File: config.mk
export PLATFORM = sky130hd
export DESIGN_NAME = mcu_ctrl_flat
export DESIGN_NICKNAME = d
export VERILOG_FILES = /design/src/rtl/mcu_ctrl_if.sv /design/src/rtl/mcu_ctrl.sv /design/src/flat_wrapper.sv
export SDC_FILE = /design/constraint.sdc
export NUM_CORES = 1
export LEC_CHECK = 0
export ABC_AREA = 1
export CORE_MARGIN = 4
export CORE_UTILIZATION = 35
export DETAILED_ROUTE_END_ITERATION = 12
export PLACE_DENSITY_LB_ADDON = 0.05
export SLEW_MARGIN = 0
export SYNTH_ARGS = -nofsm -noshare
export SYNTH_HDL_FRONTEND = slang
export SYNTH_SLANG_ARGS = --single-unit
File: constraint.sdc
create_clock -name clk -period 1.6 [get_ports clk]
set_input_delay 0.24 -clock clk [delete_from_list [all_inputs] [get_ports clk]]
set_output_delay 0.24 -clock clk [all_outputs]
set_load 0.01 [all_outputs]
File: src/rtl/mcu_ctrl_if.sv
// Memory-side bus of the MCU sequencer: instruction fetch port and data-memory handshake.
interface mcu_ctrl_if #(
  parameter int ADDR_WIDTH = 8,
  parameter int INST_WIDTH = 8
);
  logic                  imem_rd;
  logic [ADDR_WIDTH-1:0] imem_addr;
  logic [INST_WIDTH-1:0] imem_data;
  logic                  dmem_req;
  logic                  dmem_we;
  logic [ADDR_WIDTH-1:0] dmem_addr;
  logic                  dmem_ack;

  modport master (
    output imem_rd, imem_addr, dmem_req, dmem_we, dmem_addr,
    input  imem_data, dmem_ack
  );

  modport slave (
    input  imem_rd, imem_addr, dmem_req, dmem_we, dmem_addr,
    output imem_data, dmem_ack
  );
endinterface

File: src/rtl/mcu_ctrl.sv
// mcu_ctrl: program counter and fetch/operand/memory/execute sequencer of the accumulator MCU.
// Define MCU_CTRL_WDOG_EN to abort data-memory accesses whose ack never arrives.
module mcu_ctrl #(
  parameter int ADDR_WIDTH  = 8,
  parameter int INST_WIDTH  = 8,
  parameter int RESET_PC    = 0,
  parameter int WDOG_CYCLES = 16,
  parameter int PSR_WIDTH   = 4,
  parameter int RES_COUNT   = 3,
  parameter int REG_COUNT   = 4
) (
  input  logic                  clk,
  input  logic                  rst,
  mcu_ctrl_if.master            bus,
  input  logic [PSR_WIDTH-1:0]  psr,
  output logic                  opcode_update,
  output logic                  imem_update,
  output logic                  dmem_update,
  output logic                  psr_update,
  output logic                  res_update,
  output logic [RES_COUNT-1:0]  res_sel,
  output logic [REG_COUNT-1:0]  opa_sel,
  output logic [REG_COUNT-1:0]  opb_sel,
  output logic [1:0]            alu_op,
  output logic [ADDR_WIDTH-1:0] pc,
  output logic                  halted,
  output logic                  err
);
  // Selectors are one-hot towards the register bank.
  localparam logic [RES_COUNT-1:0] RES_ALU  = RES_COUNT'(1);
  localparam logic [RES_COUNT-1:0] RES_DMEM = RES_COUNT'(2);
  localparam logic [RES_COUNT-1:0] RES_IMEM = RES_COUNT'(4);
  localparam logic [REG_COUNT-1:0] REG_ACC  = REG_COUNT'(1);
  localparam logic [REG_COUNT-1:0] REG_IMEM = REG_COUNT'(2);
  localparam logic [REG_COUNT-1:0] REG_DMEM = REG_COUNT'(4);

  typedef enum logic [2:0] {
    S_FETCH, S_LATCH, S_OPRD, S_OPLATCH, S_MEMRD, S_MEMWR, S_EXEC, S_HALT
  } state_t;

  typedef enum logic [3:0] {
    OP_NOP, OP_LDI, OP_LDM, OP_STM, OP_ADDI, OP_SUBI, OP_ANDI, OP_ORI,
    OP_ADDM, OP_SUBM, OP_JMP, OP_JZ, OP_RSVC, OP_RSVD, OP_RSVE, OP_HALT
  } opcode_t;

  state_t                state, state_nx;
  opcode_t               opcode;
  opcode_t               cur_op;
  logic [ADDR_WIDTH-1:0] operand;
  logic [ADDR_WIDTH-1:0] pc_nx;
  logic [ADDR_WIDTH-1:0] imm;
  logic                  imem_rd, dmem_req, dmem_we;
  logic                  wdog_expired;
  logic                  unused_psr;

  assign cur_op        = opcode_t'(bus.imem_data[INST_WIDTH-1 -: 4]);
  assign imm           = ADDR_WIDTH'(bus.imem_data);
  assign bus.imem_rd   = imem_rd;
  assign bus.imem_addr = pc;
  assign bus.dmem_req  = dmem_req;
  assign bus.dmem_we   = dmem_we;
  assign bus.dmem_addr = operand;
  assign halted        = (state == S_HALT);
  assign unused_psr    = ^psr[PSR_WIDTH-1:1];

  always_ff @(posedge clk or negedge rst) begin
    if (!rst) begin
      state   <= S_FETCH;
      pc      <= ADDR_WIDTH'(RESET_PC);
      opcode  <= OP_NOP;
      operand <= '0;
    end else begin
      state <= state_nx;
      pc    <= pc_nx;
      if (opcode_update) opcode <= cur_op;
      if (imem_update) operand <= imm;
    end
  end

  always_comb begin
    state_nx      = state;
    pc_nx         = pc;
    imem_rd       = 1'b0;
    dmem_req      = 1'b0;
    dmem_we       = 1'b0;
    opcode_update = 1'b0;
    imem_update   = 1'b0;
    dmem_update   = 1'b0;
    psr_update    = 1'b0;
    res_update    = 1'b0;
    res_sel       = RES_ALU;
    opa_sel       = REG_ACC;
    opb_sel       = REG_IMEM;
    alu_op        = 2'd0;
    case (state)
      S_FETCH: begin
        imem_rd  = 1'b1;
        state_nx = S_LATCH;
      end
      S_LATCH: begin
        opcode_update = 1'b1;
        if (cur_op == OP_HALT) begin
          state_nx = S_HALT;
        end else begin
          pc_nx = pc + 1'b1;
          case (cur_op)
            OP_NOP, OP_RSVC, OP_RSVD, OP_RSVE: state_nx = S_FETCH;
            default:                           state_nx = S_OPRD;
          endcase
        end
      end
      S_OPRD: begin
        imem_rd  = 1'b1;
        state_nx = S_OPLATCH;
      end
      S_OPLATCH: begin
        imem_update = 1'b1;
        pc_nx       = pc + 1'b1;
        state_nx    = S_FETCH;
        case (opcode)
          OP_LDI: begin
            res_update = 1'b1;
            res_sel    = RES_IMEM;
          end
          OP_ADDI, OP_SUBI, OP_ANDI, OP_ORI: state_nx = S_EXEC;
          OP_LDM, OP_ADDM, OP_SUBM:          state_nx = S_MEMRD;
          OP_STM:                            state_nx = S_MEMWR;
          OP_JMP:                            pc_nx = imm;
          OP_JZ:   if (psr[0]) pc_nx = imm;
          default: ;
        endcase
      end
      S_MEMRD: begin
        dmem_req = 1'b1;
        if (bus.dmem_ack) begin
          dmem_update = 1'b1;
          if (opcode == OP_LDM) begin
            res_update = 1'b1;
            res_sel    = RES_DMEM;
            state_nx   = S_FETCH;
          end else begin
            state_nx = S_EXEC;
          end
        end else if (wdog_expired) begin
          state_nx = S_HALT;
        end
      end
      S_MEMWR: begin
        dmem_req = 1'b1;
        dmem_we  = 1'b1;
        opa_sel  = REG_ACC;
        if (bus.dmem_ack) state_nx = S_FETCH;
        else if (wdog_expired) state_nx = S_HALT;
      end
      S_EXEC: begin
        opb_sel    = (opcode == OP_ADDM || opcode == OP_SUBM) ? REG_DMEM : REG_IMEM;
        res_sel    = RES_ALU;
        res_update = 1'b1;
        psr_update = 1'b1;
        alu_op     = opcode[1:0];
        state_nx   = S_FETCH;
      end
      S_HALT: state_nx = S_HALT;
      default: state_nx = S_FETCH;
    endcase
  end

`ifdef MCU_CTRL_WDOG_EN
  localparam int CW = $clog2(WDOG_CYCLES + 1);
  logic [CW-1:0] wdog_cnt;
  logic          err_q;
  logic          in_mem;

  assign in_mem       = (state == S_MEMRD) || (state == S_MEMWR);
  assign wdog_expired = in_mem && !bus.dmem_ack && (wdog_cnt == CW'(WDOG_CYCLES - 1));
  assign err          = err_q;

  // Counts consecutive un-acked access cycles; the abort leaves err set until reset.
  always_ff @(posedge clk or negedge rst) begin
    if (!rst) begin
      wdog_cnt <= '0;
      err_q    <= 1'b0;
    end else if (in_mem && !bus.dmem_ack) begin
      wdog_cnt <= wdog_cnt + CW'(1);
      if (wdog_expired) err_q <= 1'b1;
    end else begin
      wdog_cnt <= '0;
    end
  end
`else
  localparam int unused_wdog = WDOG_CYCLES;
  assign wdog_expired = 1'b0;
  assign err          = 1'b0;
`endif
endmodule

File: src/flat_wrapper.sv
// flat-port wrapper written by rule: the top's interface ports become plain ports
module mcu_ctrl_flat 
#(
  parameter int ADDR_WIDTH  = 8,
  parameter int INST_WIDTH  = 8,
  parameter int RESET_PC    = 0,
  parameter int WDOG_CYCLES = 16,
  parameter int PSR_WIDTH   = 4,
  parameter int RES_COUNT   = 3,
  parameter int REG_COUNT   = 4
)
  (clk, rst, psr, opcode_update, imem_update, dmem_update, psr_update, res_update, res_sel, opa_sel, opb_sel, alu_op, pc, halted, err, bus_imem_rd, bus_imem_addr, bus_dmem_req, bus_dmem_we, bus_dmem_addr, bus_imem_data, bus_dmem_ack);
  mcu_ctrl_if #(.ADDR_WIDTH(ADDR_WIDTH), .INST_WIDTH(INST_WIDTH)) bus_i ();
  input  logic clk;
  input  logic rst;
  input  logic [PSR_WIDTH-1:0] psr;
  output logic opcode_update;
  output logic imem_update;
  output logic dmem_update;
  output logic psr_update;
  output logic res_update;
  output logic [RES_COUNT-1:0] res_sel;
  output logic [REG_COUNT-1:0] opa_sel;
  output logic [REG_COUNT-1:0] opb_sel;
  output logic [1:0] alu_op;
  output logic [ADDR_WIDTH-1:0] pc;
  output logic halted;
  output logic err;
  output wire logic [$bits(bus_i.imem_rd)-1:0] bus_imem_rd;
  output wire logic [$bits(bus_i.imem_addr)-1:0] bus_imem_addr;
  output wire logic [$bits(bus_i.dmem_req)-1:0] bus_dmem_req;
  output wire logic [$bits(bus_i.dmem_we)-1:0] bus_dmem_we;
  output wire logic [$bits(bus_i.dmem_addr)-1:0] bus_dmem_addr;
  input wire logic [$bits(bus_i.imem_data)-1:0] bus_imem_data;
  input wire logic [$bits(bus_i.dmem_ack)-1:0] bus_dmem_ack;
  assign bus_imem_rd = bus_i.imem_rd;
  assign bus_imem_addr = bus_i.imem_addr;
  assign bus_dmem_req = bus_i.dmem_req;
  assign bus_dmem_we = bus_i.dmem_we;
  assign bus_dmem_addr = bus_i.dmem_addr;
  assign bus_i.imem_data = bus_imem_data;
  assign bus_i.dmem_ack = bus_dmem_ack;
  mcu_ctrl #(.ADDR_WIDTH(ADDR_WIDTH), .INST_WIDTH(INST_WIDTH), .RESET_PC(RESET_PC), .WDOG_CYCLES(WDOG_CYCLES), .PSR_WIDTH(PSR_WIDTH), .RES_COUNT(RES_COUNT), .REG_COUNT(REG_COUNT)) u_core (.clk(clk), .rst(rst), .bus(bus_i), .psr(psr), .opcode_update(opcode_update), .imem_update(imem_update), .dmem_update(dmem_update), .psr_update(psr_update), .res_update(res_update), .res_sel(res_sel), .opa_sel(opa_sel), .opb_sel(opb_sel), .alu_op(alu_op), .pc(pc), .halted(halted), .err(err));
endmodule
==> results_dict.tcl <==
set metrics [dict create \
    status "finished, violations left" \
    violations "setup timing" \
    synth_area_um2 1710 \
    finalWeightedCongestion 0.835 \
    cts_max_path_buffers 2 \
    root_buffer "clkbuf_8" \
    area_growth_pct 49.5 \
    path_cells "buf_6, nor3_4, buf_4, dlygate4sd2_1" \
    ys_ff_latch 23 \
    diodes 0 \
    postCtsHoldBufs 0 \
    final_cell_mix "nand2_1 (77), buf_4 (37), inv_1 (34), clkdlybuf4s50_1 (34), nand3_1 (29)" \
    crit_arrival_ps 1420 \
    crit_slowest_cell "dfrtp_1" \
    dieArea_um2 6070 \
    end_kind "output pin" \
    synthCells 265 \
    vias_per_cell 4.57 \
    grt_pass1_wl_um 8250 \
    gr-total-overflow 0 \
    rsz0062_at_grt "yes" \
    io_pins 62 \
    first_pass_iters 4 \
    max_stage_delay_ps 400 \
    min_path_type "in2async" \
    drtAntennaViolNets 0 \
    wl_per_cell_um 11.7 \
    vias 1889 \
    critPathLaunchType "register" \
    slew_violations 0 \
    die_x_um 77.9 \
    clock-sinks 23 \
    dp_hpwl_um 3870 \
    dieHeight_um 77.9 \
    cts_htree_levels 1 \
    path_clk_slew_ps 90 \
    clock_latency_ps 270 \
    wl_um 4830 \
    portBuffers 51 \
    critical_path_buf_inv_count 3 \
    core_um2 4720 \
    path_max_fanout 3 \
    power_density_nw_per_um2 1740 \
    rows 25 \
    skew_ps 3.11 \
    power.leakage_nw 1.34 \
    ys_seq_area_share_pct 33.6 \
    final_cells 413 \
    initialDrtViolationCount 97 \
    cts_tree "yes" \
    path_class "reg2out" \
    finalHoldViolations 0 \
    yosys_warnings 0 \
    drv_cap 0 \
    setup-violations-final 2 \
    syn_avg_cell_area_um2 6.46 \
    design_area_um2 2560 \
    antenna_found_initial 0 \
    ys_types 25 \
    fin_crit_ps 1660 \
    final_layout_size_suffix_gt1_share_pct 25.7 \
    start_util_pct 36.2 \
    fin_crit_sh_pct 103 \
    route.detailed.drc 0 \
    final_common_cell "nand2_1" \
    clock.fmax_mhz 604 \
    nets 363 \
    grt_pass1_vias 1840 \
    grt_use_total_pct 16.8 \
    cts_buffers 3 \
    dp.cells 407 \
    grt_max_degree 24 \
    fin_ws_ps -56.0 \
    postPlaceCellArea_um2 2490 \
    tns_ps -72.7 \
    cp_data_required_time_ps 1360 \
    finalPower_w 0.00444 \
    vdd_ir_drop_max_mv 0.848 \
    cpLargestDelayFamily "buffers and inverters" \
]
-- power breakdown --
group	leakage [nW]	internal, W	total (W)	switching (W)
Clock	0.0217	0.000176	0.000382	0.000205
Combinational	1.04	0.00146	0.00295	0.00148
Sequential	0.282	0.000868	0.00112	0.000249
Total	1.34	0.00251	0.00444	0.00194
-- synthesized netlist by cell type, drive strengths merged --
cell     instances  area [um2]
a21oi            1        5.00
buf             19         135
clkbuf           1        3.75
conb             2        7.51
dfrtp           23         576
ha               1        12.5
inv             39         146
mux2             2        22.5
nand2           83         324
nand3           32         160
nand3b           1        7.51
nand4           10        62.6
nor2            28         120
nor3             3        20.0
o2111ai          1        8.76
o21ai           17        85.1
or2              1        6.26
xor2             1        8.76
-- worst reg2reg max path: stages (launching register included) --
cell and delay, ps:
dfrtp_1 400, buf_6 130, buf_4 130, nand2_1 110
nor2_4 60, nand2_2 120, nand2_4 110, buf_4 150
nand3_1 80, nand3_1 80
-- path summary, 6_finish.rpt --
kind	slack, ps	endpoint	startpoint	cells past startpoint
hold reg to reg	490	u_core.bus.dmem_addr[2]	u_core.bus.dmem_addr[2]	2
max in group asynchronous	1020	u_core.bus.imem_addr[3]	rst	2
setup / recovery	-60	psr_update	u_core.state[0]	4
min in group clk	490	u_core.bus.dmem_addr[2]	u_core.bus.dmem_addr[2]	2
hold / removal	320	u_core.bus.imem_addr[6]	rst	2
setup reg to reg	110	u_core.bus.imem_addr[7]	u_core.state[0]	9
-- through the flow --
step | setup slack [ps] | util (%) | hold slack [ps]
after floorplan | 131 | - | -55.6
after global placement | -338 | 52.7 | 473
after detailed placement | -361 | 52.7 | 461
after CTS | -123 | 53.9 | 328
after global routing | -131 | 54.2 | 353
final | -56.0 | 54.2 | 319
-- layout make-up --
class | instances | area [um2]
clock buffers | 3 | 41.3
flip-flops and latches | 23 | 581
clock inverters | 1 | 7.51
inverters | 39 | 146
well taps | 67 | 83.8
fillers | 496 | 2160
repair buffers | 92 | 778
multi-input cells | 188 | 921
-- per-layer routing --
layer,track usage [%],vias up,wire length (um),share of wire [%]
met1,22.4,855,2310,48
li1,-,976,-,-
met2,28.3,54,2210,46
met3,3.25,4,284,5.9
met5,0,-,0,0
met4,3.15,0,29,0.60
-- state kept, by name (all words and copies together), names as in the netlist --
register and count:
u_core.bus.dmem_addr 8, u_core.bus.imem_addr 8, u_core.opcode 4, u_core.state 3
-- logic make-up after synthesis --
family                     count (synthesis)  share of synthesized area (%)
adders and majority gates                  1                          0.731
AOI/OAI and AO/OA                         19                           5.77
DFF                                       23                           33.6
and+or+nand+nor                          158                           40.9
buffers and inverters                     59                           16.7
muxes                                      2                           1.32
xor gates and xnor gates                   1                          0.512
other                                      2                          0.439
-- what timing repair did --
| action | in CTS | in global routing |
|---|---|---|
| setup buffers | 2 | 0 |
| gates resized for setup | 62 | 22 |
| setup endpoints to repair | 17 | 28 |
| pin swaps | 7 | 8 |
Note: power is estimated with default switching activity, not from simulation.
